[src/rtl/sys_defs.sv]
// Shared writeback definitions: data width, source count, result request type
// and the fixed source numbering.
package sys_defs;

  localparam int unsigned XLEN  = 32;
  localparam int unsigned N_SRC = 4;

  typedef struct packed {
    logic            valid;
    logic [4:0]      idx;
    logic [XLEN-1:0] data;
  } wb_req_t;

  localparam int unsigned SRC_ALU0 = 0;
  localparam int unsigned SRC_ALU1 = 1;
  localparam int unsigned SRC_MULT = 2;
  localparam int unsigned SRC_MEM  = 3;

endpackage

[src/rtl/wb_age_select.sv]
// Oldest-first selection of up to two register-file writes from the pending
// result entries, plus the mask of x0 entries that retire without a write.
module wb_age_select #(
  parameter int unsigned N_SRC = 4,
  parameter int unsigned AGE_W = 3
) (
  input  logic [N_SRC-1:0]            pend_i,
  input  logic [N_SRC-1:0][AGE_W-1:0] age_i,
  input  logic [N_SRC-1:0][4:0]       idx_i,
  output logic [N_SRC-1:0]            sel1_o,
  output logic [N_SRC-1:0]            sel2_o,
  output logic [N_SRC-1:0]            drop_o
);

  logic             have1, have2;
  logic [AGE_W-1:0] best1_age, best2_age;
  logic [4:0]       idx1;

  always_comb begin
    sel1_o    = '0;
    sel2_o    = '0;
    drop_o    = '0;
    have1     = 1'b0;
    have2     = 1'b0;
    best1_age = '0;
    best2_age = '0;
    idx1      = '0;

    // Strictly-greater compare while scanning upwards: ties keep the lower index.
    for (int i = 0; i < N_SRC; i++) begin
      drop_o[i] = pend_i[i] && (idx_i[i] == 5'd0);
      if (pend_i[i] && (idx_i[i] != 5'd0) && (!have1 || (age_i[i] > best1_age))) begin
        have1     = 1'b1;
        best1_age = age_i[i];
        idx1      = idx_i[i];
        sel1_o    = '0;
        sel1_o[i] = 1'b1;
      end
    end

    // A same-index entry must wait behind port 1 so the regfile sees WAW order.
    for (int i = 0; i < N_SRC; i++) begin
      if (pend_i[i] && (idx_i[i] != 5'd0) && !sel1_o[i] && (idx_i[i] != idx1) &&
          (!have2 || (age_i[i] > best2_age))) begin
        have2     = 1'b1;
        best2_age = age_i[i];
        sel2_o    = '0;
        sel2_o[i] = 1'b1;
      end
    end
  end

endmodule

[src/rtl/wb_arbiter.sv]
// Writeback arbiter: buffers one completed result per execution source and drives
// the two register-file write ports oldest-first, retiring x0 results silently.
module wb_arbiter
  import sys_defs::XLEN;
  import sys_defs::wb_req_t;
#(
  parameter int unsigned N_SRC = sys_defs::N_SRC,
  parameter int unsigned AGE_W = 3
) (
  input  logic                       clock,
  input  logic                       reset,
  input  logic [N_SRC-1:0]           src_valid,
  input  logic [N_SRC-1:0][4:0]      src_idx,
  input  logic [N_SRC-1:0][XLEN-1:0] src_data,
  output logic [N_SRC-1:0]           src_ready,
  output logic                       write_en_1,
  output logic [4:0]                 write_idx_1,
  output logic [XLEN-1:0]            write_data_1,
  output logic                       write_en_2,
  output logic [4:0]                 write_idx_2,
  output logic [XLEN-1:0]            write_data_2,
  output logic                       busy
);

  localparam logic [AGE_W-1:0] AgeMax = '1;

  wb_req_t [N_SRC-1:0]            ent_q, ent_d;
  logic    [N_SRC-1:0][AGE_W-1:0] age_q, age_d;

  logic [N_SRC-1:0]      pend;
  logic [N_SRC-1:0][4:0] idx;
  logic [N_SRC-1:0]      sel1, sel2, drop, grant;

  always_comb begin
    pend = '0;
    idx  = '0;
    for (int i = 0; i < N_SRC; i++) begin
      pend[i] = ent_q[i].valid;
      idx[i]  = ent_q[i].idx;
    end
  end

  wb_age_select #(
    .N_SRC (N_SRC),
    .AGE_W (AGE_W)
  ) u_select (
    .pend_i (pend),
    .age_i  (age_q),
    .idx_i  (idx),
    .sel1_o (sel1),
    .sel2_o (sel2),
    .drop_o (drop)
  );

  assign grant     = sel1 | sel2 | drop;
  // Grant comes from registered state, so a slot being issued can refill this cycle.
  assign src_ready = ~pend | grant;
  assign busy      = |pend;

  always_comb begin
    ent_d = ent_q;
    age_d = age_q;
    for (int i = 0; i < N_SRC; i++) begin
      if (grant[i]) begin
        ent_d[i].valid = 1'b0;
        age_d[i]       = '0;
      end else if (pend[i] && (age_q[i] != AgeMax)) begin
        age_d[i] = age_q[i] + 1'b1;
      end
      if (src_valid[i] && src_ready[i]) begin
        ent_d[i].valid = 1'b1;
        ent_d[i].idx   = src_idx[i];
        ent_d[i].data  = src_data[i];
        age_d[i]       = '0;
      end
    end
  end

  always_ff @(posedge clock) begin
    if (reset) begin
      ent_q <= '0;
      age_q <= '0;
    end else begin
      ent_q <= ent_d;
      age_q <= age_d;
    end
  end

  always_comb begin
    write_en_1   = |sel1;
    write_idx_1  = '0;
    write_data_1 = '0;
    write_en_2   = |sel2;
    write_idx_2  = '0;
    write_data_2 = '0;
    for (int i = 0; i < N_SRC; i++) begin
      if (sel1[i]) begin
        write_idx_1  = ent_q[i].idx;
        write_data_1 = ent_q[i].data;
      end
      if (sel2[i]) begin
        write_idx_2  = ent_q[i].idx;
        write_data_2 = ent_q[i].data;
      end
    end
    // Results still pending when reset hits are discarded, not written.
    if (reset) begin
      write_en_1   = 1'b0;
      write_idx_1  = '0;
      write_data_1 = '0;
      write_en_2   = 1'b0;
      write_idx_2  = '0;
      write_data_2 = '0;
    end
  end

`ifndef SYNTHESIS
  for (genvar g = 0; g < N_SRC; g++) begin : g_idx_chk
    a_idx_known: assert property (@(posedge clock) disable iff (reset)
        (src_valid[g] && src_ready[g]) |-> !$isunknown(src_idx[g]))
      else $error("wb_arbiter: source %0d transfers with unknown destination", g);
  end
`endif

endmodule

[config.mk]
export PLATFORM = sky130hd
export DESIGN_NAME = wb_arbiter
export DESIGN_NICKNAME = d
export VERILOG_FILES = /design/src/rtl/sys_defs.sv /design/src/rtl/wb_age_select.sv /design/src/rtl/wb_arbiter.sv
export SDC_FILE = /design/constraint.sdc
export NUM_CORES = 1
export LEC_CHECK = 0
export ABC_AREA = 1
export ABC_CLOCK_PERIOD_IN_PS = 16720
export CORE_ASPECT_RATIO = 1.4
export CORE_MARGIN = 2
export CORE_UTILIZATION = 43
export CTS_BUF_LIST = sky130_fd_sc_hd__clkbuf_8 sky130_fd_sc_hd__clkbuf_16
export DETAILED_ROUTE_END_ITERATION = 8
export DONT_BUFFER_PORTS = 1
export PLACE_DENSITY = 0.57
export SYNTH_ARGS = -nofsm -noshare
export SYNTH_HDL_FRONTEND = slang
export SYNTH_HIERARCHICAL = 1
export SYNTH_SLANG_ARGS = --single-unit
[constraint.sdc]
create_clock -name clock -period 16.72 [get_ports clock]
set_clock_uncertainty 0.15 [all_clocks]
set_input_delay 1.672 -clock clock [delete_from_list [all_inputs] [get_ports clock]]
set_output_delay 1.672 -clock clock [all_outputs]
set_load 0.03 [all_outputs]
# --- Word-level counts from Yosys, hierarchy flattened ---
# Index checks and enable logic that the tools add are counted.
totals:
  register_bits: 164
  in_bits: 154
  out_inout_bits: 81
  word_cells: 157
classes:
  n_addsub: 4
  magnitude_cmp: 6
  n_eq_ne: 8
  muxes: 54
  bitwise: 4
  reduce_logical: 65
op_table:
  columns: ["operator", "count"]
  rows:
  - ["$mux W32", 10]
  - ["$mux W38", 4]
  - ["$mux W5", 14]
  - ["$logic_and A1 B1 Y1", 30]
  - ["$mux W3", 7]
  - ["$logic_not A5 Y1", 4]
  - ["$ne A5 B5 Y1", 4]
  - ["$reduce_bool A5 Y1", 4]
  - ["$gt A3 B3 Y1", 6]
  - ["$mux W4", 4]
  - ["$mux W1", 14]
  - ["$add A3 B1 Y3 const B", 4]
  - ["$ne A3 B3 Y1 const B", 4]
  - ["$or A4 B4 Y4", 3]
  - ["$reduce_or A3 Y1", 4]
  - ["$reduce_or A4 Y1", 3]
  - ["$logic_not A1 Y1", 10]
  - ["$reduce_bool A2 Y1", 4]
  - ["$logic_or A1 B1 Y1", 6]
  - ["$not A4 Y4", 1]
  - ["$mux W2", 1]

# --- Logic depth before layout (Yosys ltp) ---
# Gate-level depths: netlist of the first run.
logic_depth:
  word_depth: 36
  ltp_mapped: 70
  depth_no_buf: 66

# --- By module ---
# Netlist of the first run, hierarchy kept.
modules_own_cells:
  columns: ["module", "n_inst", "cells_each", "area_each_um2", "seq_area_each_um2"]
  rows:
  - ["wb_arbiter", 1, 1624, 9838.2, 3283.1]
  - ["wb_age_select", 1, 295, 1662.8, 0.0]

# --- Worst setup path before layout of the first run ---
# Ideal clock, no wire load.
synth_timing:
  kind: "register to output"
  startpoint: "reg ent_q[37] (netlist bit)"
  endpoint: "out write_data_2[15]"
  arrival_ns: 8.092
  t_required_ns: 14.898
  setup_slack_ns: 6.806
  path_stages_with_launch: 65
  path_buffers: 4
  path_cell_list: "dfxtp_1 -> nand2_4 -> inv_4 -> nand2_1 -> ha_1 -> a21oi_1 -> nand2_1 -> nand2_1 -> nand2_4 -> nand2_2 -> buf_6 -> nand3_1 -> o21ai_0 -> inv_1 -> ha_1 -> nand2_1 -> o21ai_0 -> nand2_1 -> [29 not listed] -> ha_1 -> nand2_1 -> o21ai_0 -> nand2_1 -> nand2_4 -> nand2_4 -> nand2_1 -> nand2_1 -> ha_1 -> a21oi_1 -> o21ai_0 -> nand2_1 -> a21oi_4 -> nor2_1 -> buf_4 -> clkbuf_1 -> a21oi_1 -> a21oi_1"
synth_via:
  word_cells_on_any_way: 70
  cone_classes: "6 x order compare; 4 x eq/ne; 29 x mux; 31 x reduce/logical"
synth_rtl:
  columns: ["element", "line_no", "rtl"]
  rows:
  - ["start: declaration", "wb_arbiter.sv:27", "wb_req_t [N_SRC-1:0] ent_q, ent_d;"]
  - ["start signal: assignment", "wb_arbiter.sv:84", "ent_q <= ent_d;"]
  - ["$logic_and A1 B1 Y1 *", "wb_age_select.sv:32", "if (pend_i[i] && (idx_i[i] != 5'd0) && (!have1 || (age_i[i] > best1_age))) begin"]
  - ["$mux W3 / $mux W1 (equally long branches)", "wb_age_select.sv:32", null]
  - ["$gt A3 B3 Y1 / $logic_not A1 Y1 (equally long branches)", "wb_age_select.sv:32", null]
  - ["$logic_or A1 B1 Y1", "wb_age_select.sv:32", null]
  - ["$logic_and A1 B1 Y1", "wb_age_select.sv:32", null]
  - ["$mux W3 / $mux W1 (equally long branches)", "wb_age_select.sv:32", null]
  - ["$gt A3 B3 Y1 / $logic_not A1 Y1 (equally long branches)", "wb_age_select.sv:32", null]
  - ["$logic_or A1 B1 Y1", "wb_age_select.sv:32", null]
  - ["[5 not listed]", null, null]
  - ["$mux W4 *", "wb_age_select.sv:32", null]
  - ["named net sel1[3]", "wb_arbiter.sv:32", "logic [N_SRC-1:0] sel1, sel2, drop, grant;"]
  - ["$logic_not A1 Y1 *", "wb_age_select.sv:43", "if (pend_i[i] && (idx_i[i] != 5'd0) && !sel1_o[i] && (idx_i[i] != idx1) &&"]
  - ["$logic_and A1 B1 Y1 * (3 in a row)", "wb_age_select.sv:43", null]
  - ["$mux W4 *", "wb_age_select.sv:43", null]
  - ["named net sel2[3]", "wb_arbiter.sv:32", null]
  - ["$mux W32 *", "wb_arbiter.sv:101", "if (sel2[i]) begin"]
  - ["$mux W32 *", "wb_arbiter.sv:107", "if (reset) begin"]
  - ["end: declaration", "wb_arbiter.sv:21", "output logic [XLEN-1:0] write_data_2,"]
# Mark *: on every way through the listed nets, which the timed path passes. The rest lies on a longest branch.

# --- Final worst setup path of the first run ---
layout_timing:
  startpoint: "reg ent_q[37] (netlist bit)"
  endpoint: "out write_data_2[19]"
# Same word-level chain as after synthesis.

==> impl_metrics.toml, run 1 <==
[global_route]
grt_antenna_before_repair = 0
grt_start_max_net_pins = 93
gr-usage-all-layers_pct = 29.5
grt_pass1_wl_um = 63500
grt_pass1_vias = 11600
grt_overflow_total = 0

[clock_tree]
cts_sinks = 164
cts_htree_levels = 4
numCtsBuffers = 17
clk_latency_ns = 0.44
clock_path_buffers = 2
cts_setup_buffers = 0
cts_tree = "built"
hold_buffers = 0
ctsResizeCount = 0
cts.clk_slew.worst_paths_ns = 0.06
cts_root_buffer = "clkbuf_16"

[timing]
min_period_ns = 13.36
final-max-slew-violation-count = 0
timing.setup.tns_ns = 0
slew_headroom_pct = 21.9
rsz0062_at_grt = "no"
whs_ns = 0.329
final-hold-violation-count = 0
setup_viol = 0
fmax_mhz = 74.8
tightest_slew_ns = 1.17
period_share_pct = 79.9
worst_slack_ns = 3.36

[placement]
place.gp.congestion = 1.01
pre_cts_slack_ns = 3.91
port_buffers = 0
dpl.hpwl_um = 30200

[status]
status = "finished clean"

[synthesis]
syn_area_um2 = 11500
ys_ff_latch = 164
netlist.area_leader.share_pct = 28.5
ys.flop_type = "dfxtp_1"
syn-num-nets = 2099
yosys.cell_types.count = 34
seq_area_frac_synth_pct = 28.5
syn_inst = 1919
yosys.area.top_type = "dfxtp_1"
syn_area_per_cell_um2 = 5.99
yosys_warnings = 6
synthTopCellsByArea = "dfxtp_1, a21oi_1, nand2_1"
synth_edf_count = 0
synthArstFlopShare_pct = 0

[critical_path]
cpMaxStageDelayCell = "nor2_4"
path_common_cell = "nand2_1"
critPathTopFamily = "simple AND/OR/NAND/NOR gates"
crit_path_end_kind = "primary output"
worstPathRequired_ns = 14.90
cp_num_buf_inv = 7
critPathKind = "reg -> out"
slowest_delay_ns = 0.72
setup.worst_path.start_class = "flip-flop"
cp.arrival_ns = 11.54
crit_fanout = 77

[route]
vias_per_cell = 5.60
drc_errors = 0
routed_wirelength_um = 41500
first_iter_violations = 785
drt_first_pass_iters = 5
final_antenna_net_count = 0
wl_per_cell_um = 19.3
routed-via-count = 12000

[min_path]
hp-class = "reg -> reg"

[floorplanning]
fp.dieArea_um2 = 28100
placement_rows = 70
die_w_um = 142
floorplan.initialDensity_pct = 43.9
core_area_um2 = 26200
die_h_um = 198
pin_count = 235

[flow_run]
max-cap-violations = 0

[power]
power_mw = 1.39
powerDensity_nw_per_um2 = 117
leakage_nw = 5.45
ir_drop_mv = 0.0804

[finish]
fin_nets = 1990
area_delta_synth_final_pct = 3.71
drive_gt1_share_pct = 6.03
fin_util_pct = 45.5
antennaDiodeCount = 0
-- synthesized netlist by cell type, types with 2 or more instances --
cell type / n
nand2_1: 392
a21oi_1: 307
inv_1: 243
nand3_1: 199
nor2_1: 196
dfxtp_1: 164
o21ai_0: 156
clkbuf_1: 49
buf_2: 44
ha_1: 26
nand2_2: 21
buf_1: 20
buf_6: 12
nand2_4: 12
buf_4: 11
nand3_2: 11
nor2_2: 8
nand3b_1: 7
xor2_1: 7
nor3_1: 6
o211ai_1: 5
o21ai_1: 4
inv_2: 3
nor2_4: 3
a31oi_1: 2
clkinv_1: 2
nand4_1: 2
-- path summary, 6_finish.rpt --
path	startpoint	endpoint	slack [ns]	cells after the start
worst max-delay path	ent_q[37]	write_data_2[19]	3.36	63
worst min-delay path	ent_q[26]	ent_q[26]	0.33	2
worst max register to register	ent_q[37]	ent_q[108]	5.45	64
worst min register to register	ent_q[26]	ent_q[26]	0.33	2
-- cells in the final DEF, fill, tap and decap left out, drive strengths merged, types with 2 or more instances in the layout --
master    synthesis  final
xor2              7      7
nand2           425    425
clkinvlp          0      2
nor3              6      6
inv             247    249
nand3b            7      7
a21oi           308    308
buf              87      9
nor2            207    207
clkbuf           50     19
ha               26     26
o21ai           160    160
a31oi             2      2
nand3           210    210
clkinv            3     11
dfxtp           164    164
o211ai            5      5
nand4             2      2
-- flip-flops by register name, summed over array words and instances, names as in the netlist --
name   flops
ent_q    152
age_q     12
-- layer usage --
metal / share of wire, % / GRT usage (%) / up-vias
met5: 0 / 0 / -
met4: 6.5 / 18.9 / 0
met3: 5.4 / 5.99 / 109
met2: 52 / 53.2 / 350
met1: 37 / 30.9 / 5627
li1: - / - / 5934
-- where the power goes --
| part | leakage (nW) | internal, mW | switching (mW) | total (mW) |
|---|---|---|---|---|
| Clock | 0.280 | 0.214 | 0.172 | 0.386 |
| Sequential | 1.36 | 0.434 | 0.0471 | 0.481 |
| Combinational | 3.81 | 0.136 | 0.387 | 0.523 |
| Total | 5.45 | 0.784 | 0.606 | 1.39 |
-- worst reg2reg max path: cells and delay by family, from the launching register on --
kind | cells | cell delay (ns)
flops | 1 | 0.62
buf+inv | 8 | 2.18
compound gates | 11 | 1.35
fa+ha+maj | 6 | 1.88
simple gates | 39 | 5.01
-- stage by stage --
step	cells	area, um^2
2_1_floorplan	1919	11500
3_3_place_gp	2115	11300
3_5_place_dp	2115	11300
4_1_cts	2147	11900
5_1_grt	2147	11900
6_report	2147	11900
-- cell families after synthesis --
family	Yosys count	synth area share, %
flip-flops	164	28.5
AND/OR/NAND/NOR	858	32.8
adder cells (fa/ha/maj)	26	2.83
buffers and inverters	387	14.3
AO/OA/AOI/OAI	477	21.0
XOR/XNOR	7	0.533
-- area by class of cell --
type                            count  area, um^2
Clock buffer                       19         453
Sequential cell                   164        3280
Clock inverter                     13         125
Multi-Input combinational cell   1368        6650
Tap cell                          324         405
Inverter                          250         947
Timing Repair Buffer                9        67.6
Fill cell                        2908       14300
No activity file was read; power rests on OpenSTA's default activity.
==> run 2: changes to the inputs <==
--- a/config.mk
+++ b/config.mk
@@ -6,14 +6,14 @@
 export NUM_CORES = 1
 export LEC_CHECK = 0
 export ABC_AREA = 1
-export ABC_CLOCK_PERIOD_IN_PS = 16720
+export ABC_CLOCK_PERIOD_IN_PS = 11960
 export CORE_ASPECT_RATIO = 1.4
 export CORE_MARGIN = 2
 export CORE_UTILIZATION = 43
 export CTS_BUF_LIST = sky130_fd_sc_hd__clkbuf_8 sky130_fd_sc_hd__clkbuf_16
 export DETAILED_ROUTE_END_ITERATION = 8
 export DONT_BUFFER_PORTS = 1
-export PLACE_DENSITY = 0.57
+export PLACE_DENSITY = 0.59
 export SYNTH_ARGS = -nofsm -noshare
 export SYNTH_HDL_FRONTEND = slang
 export SYNTH_HIERARCHICAL = 1
==> constraint.sdc (replaced) <==
create_clock -name clock -period 11.96 [get_ports clock]
set_clock_uncertainty 0.15 [all_clocks]
set_input_delay 1.196 -clock clock [delete_from_list [all_inputs] [get_ports clock]]
set_output_delay 1.196 -clock clock [all_outputs]
set_load 0.03 [all_outputs]
==> run 2 against run 1 <==
Total power up 43%. Non-clock buffer count increased by 48. Largest cell class unchanged. Register-to-register slack got worse by 3.7 ns. Core utilization is 1.4 points higher. Sequential share of layout area shrank 0.83 points. Flip-flop and latch count unchanged. Largest power group unchanged.
==> impl_metrics.toml, run 2 (synthesis results as in run 1) <==
[status]
status = "finished clean"

[placement]
dpl_cell_area_um2 = 11700
place.gp.congestion = 0.968
dpl.hpwl_um = 31300
port_buffers = 0

[clock_tree]
cts_tree = "built"
cts_sinks = 164
clock_path_buffers = 2
cts_htree_levels = 4
cts_root_buffer = "clkbuf_16"
clk_latency_ns = 0.43
numCtsBuffers = 17
cts.clk_slew.worst_paths_ns = 0.06

[power]
ir_drop_mv = 0.102
powerDensity_nw_per_um2 = 161
leakage_nw = 5.70

[route]
routed-via-count = 12300
drc_errors = 0
vias_per_cell = 5.58
final_antenna_net_count = 0
wl_per_cell_um = 19.7
routed_wirelength_um = 43300
drt_first_pass_iters = 5
first_iter_violations = 773

[timing]
period_share_pct = 91.9
fmax_mhz = 91.0
timing.setup.tns_ns = 0
rsz0062_at_grt = "no"
tightest_slew_ns = 1.31
setup_viol = 0
final-hold-violation-count = 0
slew_headroom_pct = 12.5
min_period_ns = 10.99
final-max-slew-violation-count = 0

[global_route]
grt_pass1_vias = 11700
grt_start_max_net_pins = 92
grt_overflow_total = 0
gr-usage-all-layers_pct = 30.3
grt_antenna_before_repair = 0
grt_pass1_wl_um = 64700

[critical_path]
setup.worst_path.start_class = "flip-flop"
crit_path_end_kind = "primary output"
reg2reg_to = "ent_q[116]"
path_common_cell = "nand2_1"
crit_path_start = "ent_q[36]"
rr_worst_depth = 66
crit_cells = 66
cpMaxStageDelayCell = "dfxtp_1"
worstPathRequired_ns = 10.61
slowest_delay_ns = 0.44
r2r_start = "ent_q[36]"
cp.arrival_ns = 9.64
critPathKind = "reg -> out"
ff2ff_setup_slack_ns = 1.77
cp_num_buf_inv = 8
critPathTopFamily = "simple AND/OR/NAND/NOR gates"
crit_fanout = 23

[finish]
seqCellArea_um2 = 3280
fin_nets = 2040
final_common_cell = "nand2_1"
drive_gt1_share_pct = 8.54
antennaDiodeCount = 0
area_delta_synth_final_pct = 6.97
final_area_um2 = 12300
fillers = 2869
reg_top3 = "ent_q (152), age_q (12)"
regMostFlops = "ent_q"
largest_reg_flops = 152
multi_input_area_um2 = 6660
final_cell_mix = "nand2_1, a21oi_1, inv_1"

[floorplanning]
die_h_um = 198
die_w_um = 142
placement_rows = 70
fp.dieArea_um2 = 28100
core_area_um2 = 26200
pin_count = 235
floorplan.initialDensity_pct = 43.9

[min_path]
whs_path_depth = 2
hp-start = "ent_q[28]"
hold-path-endpoint = "ent_q[28]"
hp-class = "reg -> reg"

[flow_run]
max-cap-violations = 0
run 2: power by group:
group / switching, mW / total [mW] / internal (mW)
registers: 0.0695 / 0.676 / 0.606
clock network: 0.241 / 0.514 / 0.273
logic: 0.564 / 0.796 / 0.231
total: 0.875 / 1.99 / 1.11
run 2: area by class of cell:
type | instances | area share (%)
repair buffers | 57 | 3.68
flip-flops and latches | 164 | 26.7
inverters | 250 | 7.73
well taps | 324 | 3.30
clock buffers | 18 | 3.57
repair inverters | 1 | 0.0407
clock inverters | 14 | 0.875
multi-input cells | 1369 | 54.1
run 2: how the worst max path moves through the flow:
stage | endpoint | slack (ns)
3_3_place_gp | write_data_2[0] | 1.20
4_1_cts | write_data_2[0] | 0.51
3_5_place_dp | write_data_2[0] | 1.02
2_1_floorplan | write_data_2[15] | 2.52
5_1_grt | write_data_2[0] | 0.003
6_report | write_data_2[0] | 0.97
run 2: stage by stage:
| step | instances | total power, mW | util (%) | hold slack, ns | worst slack [ns] |
|---|---|---|---|---|---|
| floorplan | 1919 | 1.26 | - | 0.302 | 2.52 |
| global placement | 2158 | 1.45 | 44.6 | 0.317 | 1.20 |
| detailed placement | 2158 | 1.45 | 44.6 | 0.321 | 1.02 |
| CTS | 2190 | 1.97 | 46.7 | 0.337 | 0.510 |
| global route | 2197 | 2.10 | 47.0 | 0.356 | 0.00299 |
| finish | 2197 | 1.99 | 47.0 | 0.333 | 0.971 |
run 2: layer usage:
metal / vias up / GRT usage, % / routed length (um) / part of all wire (%)
met4: 0 / 22.6 / 3560 / 8.2
met3: 130 / 4.48 / 2030 / 4.7
li1: 6046 / - / - / -
met1: 5651 / 31.4 / 15600 / 36
met5: - / 0 / 0 / 0
met2: 424 / 54.6 / 22200 / 51
run 2: worst reg2reg max path, delay by kind of cell (launching register included):
kind,cells,cell delay (ns)
AO/OA/AOI/OAI,10,1.37
AND/OR/NAND/NOR,41,4.06
flip-flops,1,0.44
adder cells (fa/ha/maj),6,1.89
buffers and inverters,9,2.16
run 2: repair_timing:
action,4_1_cts,5_1_grt
setup buffers,0,5
endpoints found under the setup margin,0,38
hold buffers,0,0
gates resized for setup,0,14
